--- src/rtl/ram_port_arbiter.sv ---
// Arbitrates a single-port RAM between an instruction-fetch port and a load/store data port.
// Define RAM_ARB_ROUND_ROBIN_EN to alternate grants on simultaneous requests instead of data-first priority.
module ram_port_arbiter #(
    parameter int ADDR_W = 7,
    parameter int DATA_W = 16
) (
    input  logic              clk,
    input  logic              rst_n,
    input  logic              if_req,
    input  logic [ADDR_W-1:0] if_addr,
    output logic              if_done,
    output logic [DATA_W-1:0] if_rdata,
    input  logic              d_req,
    input  logic              d_we,
    input  logic [ADDR_W-1:0] d_addr,
    input  logic [DATA_W-1:0] d_wdata,
    output logic              d_done,
    output logic [DATA_W-1:0] d_rdata,
    output logic [ADDR_W-1:0] ram_address,
    output logic              ram_rd,
    output logic              ram_wr,
    output logic [DATA_W-1:0] ram_data_in,
    input  logic [DATA_W-1:0] ram_data_out,
    output logic              busy
);

    typedef enum logic [1:0] {IDLE, ACCESS, CAPTURE, RESP} state_t;
    typedef enum logic {FETCH = 1'b0, DATA = 1'b1} port_t;

    state_t            state, state_n;
    port_t             winner, winner_n;
    logic              we, we_n;
    logic [ADDR_W-1:0] address_n;
    logic [DATA_W-1:0] data_in_n;
    logic [DATA_W-1:0] if_rdata_n, d_rdata_n;
    logic              rd_n, wr_n, if_done_n, d_done_n, busy_n;
    logic              grant_data;

`ifdef RAM_ARB_ROUND_ROBIN_EN
    port_t last_gnt, last_gnt_n;

    // On a tie the port that was not served last wins; a lone requester always wins.
    always_comb begin
        grant_data = d_req;
        if (d_req && if_req) begin
            grant_data = (last_gnt == FETCH);
        end
    end
`else
    always_comb begin
        grant_data = d_req;
    end
`endif

    always_comb begin
        state_n    = state;
        winner_n   = winner;
        we_n       = we;
        address_n  = ram_address;
        data_in_n  = ram_data_in;
        if_rdata_n = if_rdata;
        d_rdata_n  = d_rdata;
        rd_n       = 1'b0;
        wr_n       = 1'b0;
        if_done_n  = 1'b0;
        d_done_n   = 1'b0;
        busy_n     = 1'b1;
`ifdef RAM_ARB_ROUND_ROBIN_EN
        last_gnt_n = last_gnt;
`endif
        case (state)
            IDLE: begin
                busy_n = 1'b0;
                if (d_req || if_req) begin
                    winner_n  = grant_data ? DATA : FETCH;
                    we_n      = grant_data ? d_we : 1'b0;
                    address_n = grant_data ? d_addr : if_addr;
                    data_in_n = grant_data ? d_wdata : ram_data_in;
                    rd_n      = ~we_n;
                    wr_n      = we_n;
                    busy_n    = 1'b1;
                    state_n   = ACCESS;
                end
            end
            ACCESS: begin
                if (we) begin
                    d_done_n = 1'b1;
                    state_n  = RESP;
                end else begin
                    state_n = CAPTURE;
                end
            end
            CAPTURE: begin
                // RAM output is registered, so the word is only valid in this cycle.
                if (winner == DATA) begin
                    d_rdata_n = ram_data_out;
                    d_done_n  = 1'b1;
                end else begin
                    if_rdata_n = ram_data_out;
                    if_done_n  = 1'b1;
                end
                state_n = RESP;
            end
            RESP: begin
                busy_n  = 1'b0;
                state_n = IDLE;
`ifdef RAM_ARB_ROUND_ROBIN_EN
                last_gnt_n = winner;
`endif
            end
            default: begin
                busy_n  = 1'b0;
                state_n = IDLE;
            end
        endcase
    end

    always_ff @(posedge clk) begin
        if (!rst_n) begin
            state       <= IDLE;
            winner      <= FETCH;
            we          <= 1'b0;
            ram_address <= '0;
            ram_data_in <= '0;
            ram_rd      <= 1'b0;
            ram_wr      <= 1'b0;
            if_done     <= 1'b0;
            d_done      <= 1'b0;
            if_rdata    <= '0;
            d_rdata     <= '0;
            busy        <= 1'b0;
`ifdef RAM_ARB_ROUND_ROBIN_EN
            last_gnt    <= FETCH;
`endif
        end else begin
            state       <= state_n;
            winner      <= winner_n;
            we          <= we_n;
            ram_address <= address_n;
            ram_data_in <= data_in_n;
            ram_rd      <= rd_n;
            ram_wr      <= wr_n;
            if_done     <= if_done_n;
            d_done      <= d_done_n;
            if_rdata    <= if_rdata_n;
            d_rdata     <= d_rdata_n;
            busy        <= busy_n;
`ifdef RAM_ARB_ROUND_ROBIN_EN
            last_gnt    <= last_gnt_n;
`endif
        end
    end

endmodule

--- config.mk ---
export PLATFORM = sky130hd
export DESIGN_NAME = ram_port_arbiter
export DESIGN_NICKNAME = d
export VERILOG_FILES = /design/src/rtl/ram_port_arbiter.sv
export SDC_FILE = /design/constraint.sdc
export NUM_CORES = 1
export LEC_CHECK = 0
export CAP_MARGIN = 20
export CORE_MARGIN = 8
export CORE_UTILIZATION = 37
export DETAILED_ROUTE_END_ITERATION = 16
export GPL_TIMING_DRIVEN = 0
export PLACE_DENSITY = 0.8
export SLEW_MARGIN = 15
export SYNTH_ARGS = -nofsm -noshare
export SYNTH_HDL_FRONTEND = slang
export SYNTH_SLANG_ARGS = --single-unit
--- constraint.sdc ---
create_clock -name clk -period 1.4 [get_ports clk]
set_input_delay 0.28 -clock clk [delete_from_list [all_inputs] [get_ports clk]]
set_output_delay 0.28 -clock clk [all_outputs]
set_load 0.03 [all_outputs]
### Word level (Yosys, flattened, before mapping)

Cells that the tools add are included.

* logic and storage cells: 38
* register bits after elaboration: 64
* input bits: 51

* bitwise operators: 2
* equal/unequal tests: 4
* muxes and demuxes: 12
* reduce and logical (&&, ||, !) cells: 8

Operator list (count)
* $pmux W2 S4: 1
* $reduce_and A2 Y1: 4
* $mux W1: 7
* $mux W7: 1
* $reduce_and A3 Y1: 2
* $eq A2 B2 Y1 const B: 2
* $pmux W1 S2: 2
* $eq A2 B1 Y1 const B: 1
* $logic_not A2 Y1: 1
* $mux W2: 1
* $ne A2 B2 Y1 const B: 1
* $not A1 Y1: 2
* $logic_or A1 B1 Y1: 1

### Depth between registers and ports, before layout

Gate-level depths: netlist of the first run.

* depth after elaboration: 3
* mapped depth: 8
* gate-level depth less buffers: 5

### Least setup slack after synthesis of the first run

OpenSTA, ideal clock, no wires.

* path type: reg2reg
* start point: reg state[0]
* end point: reg we
* library setup time: 0.119 ns
* path slack: -0.015 ns
* cell stages (with the launch flop): 8
* path buffers: 2
* arrival: 1.295 ns
* cells stage by stage: dfxtp_1 -> inv_1 -> ha_1 -> buf_6 -> and2_4 -> buf_6 -> and3_4 -> o21bai_1

* cells in the longest elaborated chain, start to end: 2

Ends and longest elaborated chain
* start: declaration: RTL line 30 `state_t state, state_n;`
* start signal: assignment: RTL line 136 `state <= state_n;`
* $logic_not A2 Y1: RTL line 71 `case (state)`
* $reduce_and A2 Y1 (no source line)
* end signal: assignment: RTL line 138 `we <= we_n;`
* end: declaration: RTL line 32 `logic we, we_n;`

Every way passes these cells.
A chain may end at the register's enable or synchronous reset.

### Worst setup path after layout of the first run

* start point: reg if_rdata[14]
* end point: out if_rdata[14]

RTL lines
* start: declaration: RTL line 12 `output logic [DATA_W-1:0] if_rdata,`
* start signal: assignment: RTL line 145 `if_rdata <= if_rdata_n;`

No word-level cell between the ends.

==> metrics.md, run 1 <==
| Metric | Value |
|---|---|
| Placed cell count | `469` |
| Crit. End Element | `output pin` |
| Crit share post-route | `0.9722` |
| Via count | `2335` |
| CP Cell Sequence | `dlygate4sd2_1` |
| Net count after synthesis | `337` |
| CTS tree | `yes` |
| Die X | `96.33 µm` |
| Synth Area in Compound Gates | `0.1536` |
| Cell Rows | `29` |
| Status | `completed` |
| Yosys warns | `0` |
| Post-synth cell types | `25` |
| Post-synthesis sequential area ratio | `0.5367` |
| Flops & latches, synth | `64` |
| Clock-pin slew on the worst setup and hold paths | `0.07 ns` |
| Crit path kind | `reg2out` |
| Sum of negative setup slack | `0 ns` |
| PortBufs | `110` |
| Number of clock sinks | `64` |
| Starting Density | `0.3781` |
| Pwr dens | `1811 nW/µm²` |
| Syn avg cell area | `8.466 µm²` |
| Final setup viols | `0` |
| # fillers | `583` |
| Max-cap violations | `0` |
| Worst path top cell family by delay | `buffers and inverters` |
| Worst-Margin Slew | `0.4990 ns` |
| First-pass DRT Iterations | `4` |
| WHS | `0.3578 ns` |
| CP required | `1.12 ns` |
| Clock buffer count from CTS | `9` |
| WP data arrival | `1.08 ns` |
| ANT cells | `0` |
| Io pins | `111` |
| Final Hold Viols | `0` |
| Via density | `4.785` |
| Final Non-Filler Cells | `488` |
| Post-route ant nets | `0` |
| Area delta synth->final | `61.85%` |
| Hold_buf cts | `0` |
| Vias in the first global route | `2281` |
| NumNets Final | `461` |
| First-pass GRT wire length | `10960 µm` |
| Reg2Reg Depth | `6` |
| Drt initial violations | `63` |
| Clock Skews | `0.004330 ns` |
| Max VDD drop | `944.8 µV` |
| Synth Area in Simple Gates | `0.1976` |
| Clock latency on the worst-skew pair | `0.33 ns` |
| Avg WL per Cell | `14.81 µm` |
| Max incr delay on CP | `0.41 ns` |
| Leak Pwr | `0.001658 µW` |
| CP Depth | `1` |
| Critical path launch point type | `flip-flop` |
| Crit path time final | `1.361 ns` |
| Synth Area in Adders | `0.02096` |
| Core area | `6314 µm²` |
| Maximum fanout along the worst path | `2` |
| Slack of the critical path | `0.03891 ns` |
| Xor-xnor portion of the synthesized cell area | `0` |
| Hpwl dp | `5404 µm` |
| Clock H-tree levels | `3` |
| Fmax | `734.7 MHz` |
| DIE AREA | `9279 µm²` |
| Worst hold path cell count | `3` |
| Final GP Congestion | `0.6830` |
| Relative slew slack | `0.6674` |
| Largest buffer count on any clock path | `2` |
| Largest family of logic cells by synthesized area | `simple AND/OR/NAND/NOR gates` |
| Post-synthesis cell area | `2387 µm²` |
| Initial antenna violation count | `0` |
| WP buf/inv | `1` |
| Syn Inst Count | `282` |
| Total track usage | `0.1529` |
| CTS root buf | `clkbuf_8` |
| Multi-input gate area | `988.4 µm²` |
| Layout cells sized above 1 | `0.1241` |
| Worst Hold Class | `in2reg` |
| Flip-flop and latch area | `1286 µm²` |
| Largest net degree at the start of global routing | `12` |
| Slew Viols, Final | `0` |
| Die Height | `96.33 µm` |
| Post-synthesis mux area share | `0.02935` |
| Slowest CP cell | `dlygate4sd2_1` |
| Congestion Overflow GR | `0` |
| DP Worst Slack | `-0.2864 ns` |
| Detailed Route WL | `7226 µm` |
| # DRC | `0` |
==> final cells by class <==
class / instances / share of cell area
Buffer: 18 / 0.03659
Clock buffer: 12 / 0.04275
Clock inverter: 4 / 0.02558
Inverter: 4 / 0.003886
Multi-Input combinational cell: 195 / 0.2558
Sequential cell: 64 / 0.3329
Tap cell: 77 / 0.02494
Timing Repair Buffer: 114 / 0.2775
==> cells in the final DEF, fill, tap and decap left out, drive strengths merged <==
cell type,n
a211oi,8
a21oi,52
a311oi,1
a41o,1
and2,2
and3,2
buf,16
bufinv,3
clkbuf,20
clkdlybuf4s15,19
clkdlybuf4s50,49
clkinv,1
dfxtp,64
dlygate4sd2,39
dlymetal6s2s,1
ha,4
inv,4
mux2i,7
nand2,103
nand2b,1
nor2,10
nor2b,1
o21a,1
o21ai,1
o21bai,1
==> routing by layer <==
metal,GRT usage,up-vias,share of wire
met5,0,-,0
met4,0.06936,0,0.016
met3,0.04836,9,0.085
met2,0.2526,73,0.50
met1,0.1772,1084,0.40
li1,-,1169,-
==> report_power, final <==
part           switching (µW)  internal, µW  total (µW)
clock                     705          1330        2040
sequential                177          2170        2350
combinational            1570          1040        2610
==> final timing paths <==
| check | slack, ns | start | end |
|---|---|---|---|
| max | 0.04 | if_rdata[14] | if_rdata[14] |
| min | 0.36 | rst_n | d_done |
| min reg2reg | 0.45 | ram_data_in[10] | ram_data_in[10] |
| max reg2reg | 0.07 | state[0] | we |
==> repair_timing <==
item / in CTS / in global routing
pin swaps: 1 / 0
gates resized for setup: 66 / 36
gates cloned: 0 / 1
buffers inserted: 3 / 0
endpoints found under the setup margin: 90 / 61
==> kinds of logic (layout without fill, tap and decap cells) <==
logic type,after synthesis,after routing
AOI/OAI and AO/OA,65,65
adders and majority gates,4,4
buffers and inverters,23,152
DFF,64,64
muxes,7,7
and+or+nand+nor,119,119
==> cells in the mapped netlist <==
| cell | instances | share of area |
|---|---|---|
| a211oi_1 | 8 | 0.025 |
| a21oi_1 | 52 | 0.11 |
| a311oi_1 | 1 | 0.0037 |
| a41o_1 | 1 | 0.0042 |
| and2_1 | 1 | 0.0026 |
| and2_4 | 1 | 0.0037 |
| and3_1 | 1 | 0.0026 |
| and3_4 | 1 | 0.0047 |
| buf_2 | 6 | 0.013 |
| buf_4 | 4 | 0.013 |
| buf_6 | 5 | 0.024 |
| clkbuf_1 | 3 | 0.0047 |
| clkbuf_2 | 1 | 0.0021 |
| dfxtp_1 | 64 | 0.54 |
| ha_1 | 4 | 0.021 |
| inv_1 | 4 | 0.0063 |
| mux2i_1 | 7 | 0.029 |
| nand2_1 | 102 | 0.16 |
| nand2_2 | 1 | 0.0026 |
| nand2b_1 | 1 | 0.0026 |
| nor2_1 | 10 | 0.016 |
| nor2b_1 | 1 | 0.0026 |
| o21a_4 | 1 | 0.0063 |
| o21ai_0 | 1 | 0.0021 |
| o21bai_1 | 1 | 0.0031 |
==> flip-flops by register name, summed over array words and instances (netlist names) <==
signal       cells
ram_wr           1
winner           1
busy             1
if_done          1
d_rdata         16
if_rdata        16
ram_data_in     16
ram_address      7
we               1
d_done           1
ram_rd           1
state            2
==> per-stage QoR <==
step	utilization	total power, µW	cell area [µm²]
floorplan	-	4009	2390
global placement	0.5682	4962	3587
detailed placement	0.5682	5043	3587
CTS	0.6038	6964	3812
global route	0.6120	7358	3864
finish	0.6120	6998	3864
Power figures use the tool's default switching activity.
==> run 2: changes to the inputs <==
Settings changed: CORE_MARGIN 8 to not set, CTS_CLUSTER_DIAMETER set to 30.
==> run 2 against run 1 <==
  * Sequential share of layout area up 0.28 points
  * Wire length down 12%
  * Register-to-register slack about the same
  * Sequential power about the same
  * Fmax down 0.62%
  * Via count down 1.7%
  * Combinational power about the same
  * Core utilization up 1.9 points
  * Clock skew up 0.0076 ns
  * Final cell count down 0.20%
  * First-iteration DRC count down 6.3%
  * Largest cell class unchanged
  * Critical path depth unchanged
  * Largest power group unchanged
==> metrics.md, run 2 (synthesis results as in run 1) <==
| Metric | Value |
|---|---|
| Status | `completed` |
| Crit share post-route | `0.9783 (+0.006081)` |
| Final GP Congestion | `0.7408 (+8.5%)` |
| Final Hold Viols | `0 (unchanged)` |
| Hpwl dp | `4639 µm (-14%)` |
| Die X | `82.33 µm (-15%)` |
| Via count | `2295 (-1.7%)` |
| Critical path launch point type | `flip-flop` |
| WP buf/inv | `1 (unchanged)` |
| Slack of the critical path | `0.03039 ns (-0.008513 ns)` |
| Starting Density | `0.3939 (+0.01577)` |
| Clock buffer count from CTS | `9 (unchanged)` |
| Relative slew slack | `0.6728 (+0.005460)` |
| Top Registers | `d_rdata (16), if_rdata (16), ram_data_in (16)` |
| Clock H-tree levels | `3 (unchanged)` |
| Layout cells sized above 1 | `0.1165 (-0.007583)` |
| Avg WL per Cell | `13.02 µm (-12%)` |
| CP required | `1.12 ns (about the same)` |
| DP Worst Slack | `-0.2732 ns (+0.01317 ns)` |
| Vias in the first global route | `2120 (-7.1%)` |
| Most common cell after layout, fill and taps aside | `nand2_1` |
| WP data arrival | `1.09 ns (about the same)` |
| Pwr dens | `1732 nW/µm² (-4.4%)` |
| Slew Viols, Final | `0 (unchanged)` |
| Total track usage | `0.1937 (+0.04080)` |
| First-pass GRT wire length | `9798 µm (-11%)` |
| Post-route ant nets | `0 (unchanged)` |
| Clock-pin slew on the worst setup and hold paths | `0.07 ns (about the same)` |
| Hold_buf cts | `0 (unchanged)` |
| Clock Skews | `0.01193 ns (+0.007599 ns)` |
| Leak Pwr | `0.001633 µW (-1.5%)` |
| CTS root buf | `clkbuf_8` |
| First-pass DRT Iterations | `4 (unchanged)` |
| Detailed Route WL | `6343 µm (-12%)` |
| Cell Rows | `28 (-3.4%)` |
| Clock latency on the worst-skew pair | `0.33 ns (about the same)` |
| Placement Cell Area | `3585 µm² (about the same)` |
| Final setup viols | `0 (unchanged)` |
| # DRC | `0 (unchanged)` |
| Power Total | `6622 µW (-5.4%)` |
| Worst path top cell family by delay | `buffers and inverters` |
| Most frequent cells in the layout | `nand2_1, dfxtp_1, a21oi_1, clkdlybuf4s50_1, dlygate4sd2_1` |
| Core area | `6061 µm² (-4.0%)` |
| Unrepaired setup endpoints after global routing | `true` |
| Fmax | `730.1 MHz (-0.62%)` |
| Area delta synth->final | `60.17%` |
| Die Height | `82.33 µm (-15%)` |
| Congestion Overflow GR | `0 (unchanged)` |
| Crit path kind | `reg2out` |
| CTS tree | `yes` |
| Io pins | `111 (unchanged)` |
| Crit. End Element | `output pin` |
| Design area | `3824 µm² (-1.0%)` |
| Crit path time final | `1.370 ns (+0.008513 ns)` |
| NumNets Final | `462 (+0.22%)` |
| PortBufs | `110 (unchanged)` |
| Largest net degree at the start of global routing | `12 (unchanged)` |
| Sum of negative setup slack | `0 ns (unchanged)` |
| CP Cell Sequence | `dlygate4sd2_1` |
| DIE AREA | `6777 µm² (-27%)` |
| Max-cap violations | `0 (unchanged)` |
| Slowest CP cell | `dlygate4sd2_1` |
| Worst-Margin Slew | `0.4908 ns (-0.008190 ns)` |
| Worst Hold Class | `reg2reg` |
| Largest buffer count on any clock path | `2 (unchanged)` |
| Max incr delay on CP | `0.43 ns (+0.02 ns)` |
| Via density | `4.713 (-1.5%)` |
| Max VDD drop | `916.9 µV (-3.0%)` |
| Maximum fanout along the worst path | `2 (unchanged)` |
| Drt initial violations | `59 (-6.3%)` |
| ANT cells | `0 (unchanged)` |
| WHS | `0.4508 ns (+0.09305 ns)` |
| Initial antenna violation count | `0 (unchanged)` |
| Number of clock sinks | `64 (unchanged)` |
-- run 2: cell count changes in the layout (fill, tap and decap cells not counted), sizes merged --
cell and delta:
clkbuf +1, dlygate4sd2 -1, clkdlybuf4s15 +1, clkinvlp +1, clkdlybuf4s50 +1, bufinv -2
clkinv +1, dlymetal6s2s -1
-- run 2: cell type report --
type,instances,area (µm²)
sequential,64,1284
clock inverter,4,51.30
fill,545,2237
clock buffer,12,165.2
timing repair buffer,115,1091
inverter,4,15.01
buffer,18,141.4
multi-input combinational,195,982.2
tap,75,93.84
-- run 2: final timing paths --
path                                     start        endpoint  cells after the start  slack [ns]
worst max-delay path            ram_address[3]  ram_address[3]                      1        0.03
worst min-delay path               if_rdata[1]     if_rdata[1]                      2        0.45
worst max register to register        state[1]              we                      6        0.06
worst min register to register     if_rdata[1]     if_rdata[1]                      2        0.45
-- run 2: power breakdown --
part | internal [µW] | switching (µW) | leakage [µW]
sequential | 2170 | 181 | 0.000523
combinational | 1070 | 1540 | 0.00100
clock | 968 | 697 | 0.000109
total | 4210 | 2410 | 0.00163
-- run 2: per-stage QoR --
step / util / std cells
finish: 0.6309 / 487
global route: 0.6309 / 487
CTS: 0.6171 / 485
detailed placement: 0.5915 / 467
global placement: 0.5915 / 467
floorplan: - / 282
-- run 2: per-layer routing --
metal  vias up  part of all wire  global-route usage  wire length [µm]
met5         -                 0                   0                 0
met4         0             0.018             0.09825               115
met3         9             0.055             0.04176               347
met2        66              0.49              0.3273              3081
met1      1047              0.44              0.2305              2799
li1       1173                 -                   -                 -
-- run 2: what timing repair did --
item	in CTS	in global routing
endpoints found under the setup margin	76	55
gates cloned	0	1
buffers inserted	3	1
gates resized for setup	61	36
==> run 3: changes to the inputs <==
Settings changed: ABC_AREA set to 0, CORE_UTILIZATION 37 to 38, CTS_BUF_LIST set to sky130_fd_sc_hd__clkbuf_8, PLACE_DENSITY 0.8 to 0.82, RECOVER_POWER set to 50.
==> run 3 against run 2 <==
  * Via count up 2.0%
  * Critical path depth unchanged
  * First-iteration DRC count up 51%
  * Global-route usage up 0.16 points
  * Wire length down 1.1%
  * Worst hold slack worse by 0.00076 ns
  * Clock skew down 0.0047 ns
  * Core utilization down 0.14 points
  * Fmax up 1.4%
  * Power down 4.2%
  * Non-clock buffer count up 1
  * Critical path type unchanged
  * Largest power group unchanged
==> metrics.md, run 3 (synthesis results as in run 1) <==
| Metric | Value |
|---|---|
| Io pins | `111 (unchanged)` |
| Clock Skews | `0.007256 ns (-0.004673 ns)` |
| WP data arrival | `1.07 ns (-0.02 ns)` |
| Vias in the first global route | `2155 (+1.7%)` |
| Net switching share of the total power | `0.3768 (+0.01225)` |
| NumNets Final | `463 (+0.22%)` |
| Post-route ant nets | `0 (unchanged)` |
| First-pass GRT wire length | `9735 µm (-0.64%)` |
| Design area | `3771 µm² (-1.4%)` |
| Clock H-tree levels | `3 (unchanged)` |
| Sequential share of power | `0.370 (+0.016)` |
| Final setup viols | `0 (unchanged)` |
| Worst setup startpoint | `ram_data_in[15]` |
| Number of clock sinks | `64 (unchanged)` |
| Reg2reg start | `state[1]` |
| Final GP Congestion | `0.7171 (-3.2%)` |
| Placement Cell Area | `3585 µm² (unchanged)` |
| CP required | `1.12 ns (about the same)` |
| Layout cells sized above 1 | `0.1090 (-0.007546)` |
| Final Hold Viols | `0 (unchanged)` |
| Core area | `5991 µm² (-1.2%)` |
| Critical path launch point type | `flip-flop` |
| Most common cell after layout, fill and taps aside | `nand2_1` |
| # fillers | `546 (+0.18%)` |
| PortBufs | `110 (unchanged)` |
| ANT cells | `0 (unchanged)` |
| Crit path kind | `reg2out` |
| Hpwl dp | `4576 µm (-1.4%)` |
| Clock buffer count from CTS | `9 (unchanged)` |
| Most frequent cells in the layout | `nand2_1, dfxtp_1, dlygate4sd2_1, a21oi_1, clkdlybuf4s50_1` |
| Worst Hold Class | `reg2reg` |
| Crit share post-route | `0.9647 (-0.01354)` |
| Cell Rows | `28 (unchanged)` |
| # DRC | `0 (unchanged)` |
| Slew Viols, Final | `0 (unchanged)` |
| WP buf/inv | `1 (unchanged)` |
| Largest buffer count on any clock path | `2 (unchanged)` |
| Max-cap violations | `0 (unchanged)` |
| Combinational share of power | `0.422 (+0.028)` |
| Status | `completed` |
| Hold Path Origin | `ram_data_in[1]` |
| Slowest CP cell | `dlygate4sd2_1` |
| Clock latency on the worst-skew pair | `0.32 ns (about the same)` |
| CTS tree | `yes` |
| Clock power share | `0.208 (-0.043)` |
| Die Height | `81.26 µm (-1.3%)` |
| Final Util | `0.6295 (-0.001394)` |
| Net Sw Power | `2390 µW (-0.99%)` |
| Largest net degree at the start of global routing | `11 (-1)` |
| Internal power | `3953 µW (-6.1%)` |
| Drt initial violations | `89 (+51%)` |
| First-pass DRT Iterations | `4 (unchanged)` |
| DIE AREA | `6603 µm² (-2.6%)` |
| Fmax | `740.4 MHz (+1.4%)` |
| Worst-Margin Slew | `0.5171 ns (+0.02637 ns)` |
| Crit. End Element | `output pin` |
| Hold_buf cts | `0 (unchanged)` |
| Congestion Overflow GR | `0 (unchanged)` |
| Final Non-Filler Cells | `488 (+0.21%)` |
| Die X | `81.26 µm (-1.3%)` |
| Via density | `4.795 (+1.8%)` |
| Max incr delay on CP | `0.42 ns (about the same)` |
| Leak Pwr | `0.001700 µW (+4.1%)` |
| Total track usage | `0.1953 (+0.001602)` |
| Via count | `2340 (+2.0%)` |
| Worst hold path cell count | `2 (unchanged)` |
| Top Registers | `d_rdata (16), if_rdata (16), ram_data_in (16)` |
| Area delta synth->final | `57.97%` |
| Initial antenna violation count | `0 (unchanged)` |
| Max VDD drop | `983.2 µV (+7.2%)` |
| Pwr dens | `1682 nW/µm² (-2.9%)` |
| Clock-pin slew on the worst setup and hold paths | `0.07 ns (about the same)` |
| CP Cell Sequence | `dlygate4sd2_1` |
| Crit path time final | `1.351 ns (-0.01896 ns)` |
| Starting Density | `0.3985 (+0.004607)` |
| Placed cell count | `467 (unchanged)` |
| Reg2Reg Depth | `6 (unchanged)` |
| Maximum fanout along the worst path | `2 (unchanged)` |
| Avg WL per Cell | `12.85 µm (-1.3%)` |
| Worst path top cell family by delay | `buffers and inverters` |
| CP Depth | `1 (unchanged)` |
| CTS root buf | `clkbuf_8` |
| Detailed Route WL | `6271 µm (-1.1%)` |
| Relative slew slack | `0.6552 (-0.01758)` |
[run 3: power groups by stage]
stage / registers, µW / clock network [µW] / logic [µW]
after detailed placement: 2390 / 0 / 2620
after global routing: 2390 / 1440 / 2890
after CTS: 2330 / 1360 / 2540
after global placement: 2370 / 0 / 2560
after floorplan: 2950 / 0 / 1060
final: 2350 / 1320 / 2680
[run 3: area by class of cell]
class / instances / area (µm²) / area share
plain buffers: 18 / 142.6 / 0.03782
clock buffers: 10 / 137.6 / 0.03650
clock inverters: 6 / 27.53 / 0.007299
inverters: 4 / 15.01 / 0.003981
multi-input cells: 195 / 982.2 / 0.2605
flip-flops and latches: 64 / 1286 / 0.3411
well taps: 75 / 93.84 / 0.02488
repair buffers: 116 / 1086 / 0.2880
[run 3: tightest hold or removal path: stages (launching register included)]
cell and delay, ns:
dfxtp_1 0.31, nand2_1 0.05, a21oi_1 0.05
[run 3: what timing repair did]
| item | CTS | global route |
|---|---|---|
| resized for setup | 65 | 13 |
| buffers inserted | 4 | 2 |
| pin swaps | 0 | 1 |
| endpoints found under the setup margin | 87 | 38 |
[run 3: stage by stage]
stage | hold slack [ns] | setup WS (ns) | power, µW | setup TNS, ns
2_1_floorplan | 0.4160 | 0.02483 | 4009 | 0
3_3_place_gp | 0.4420 | -0.2372 | 4933 | -10.67
3_5_place_dp | 0.4463 | -0.2618 | 5011 | -12.27
4_1_cts | 0.4533 | 0.02310 | 6225 | 0
5_1_grt | 0.4743 | -0.01052 | 6720 | -0.01052
6_report | 0.4501 | 0.04935 | 6343 | 0
[run 3: per-layer routing]
metal  GRT usage  routed length, µm  vias up
li1            -                  -     1170
met1      0.2361               2746     1096
met2      0.3333               3167       65
met3     0.04045                280        9
met4     0.08214                 76        0
met5           0                  0        -
[run 3: final timing paths]
path / endpoint / slack (ns)
setup / recovery: ram_data_in[15] / 0.05
hold / removal: ram_data_in[1] / 0.45
setup reg to reg: state[0] / 0.06
hold reg to reg: ram_data_in[1] / 0.45
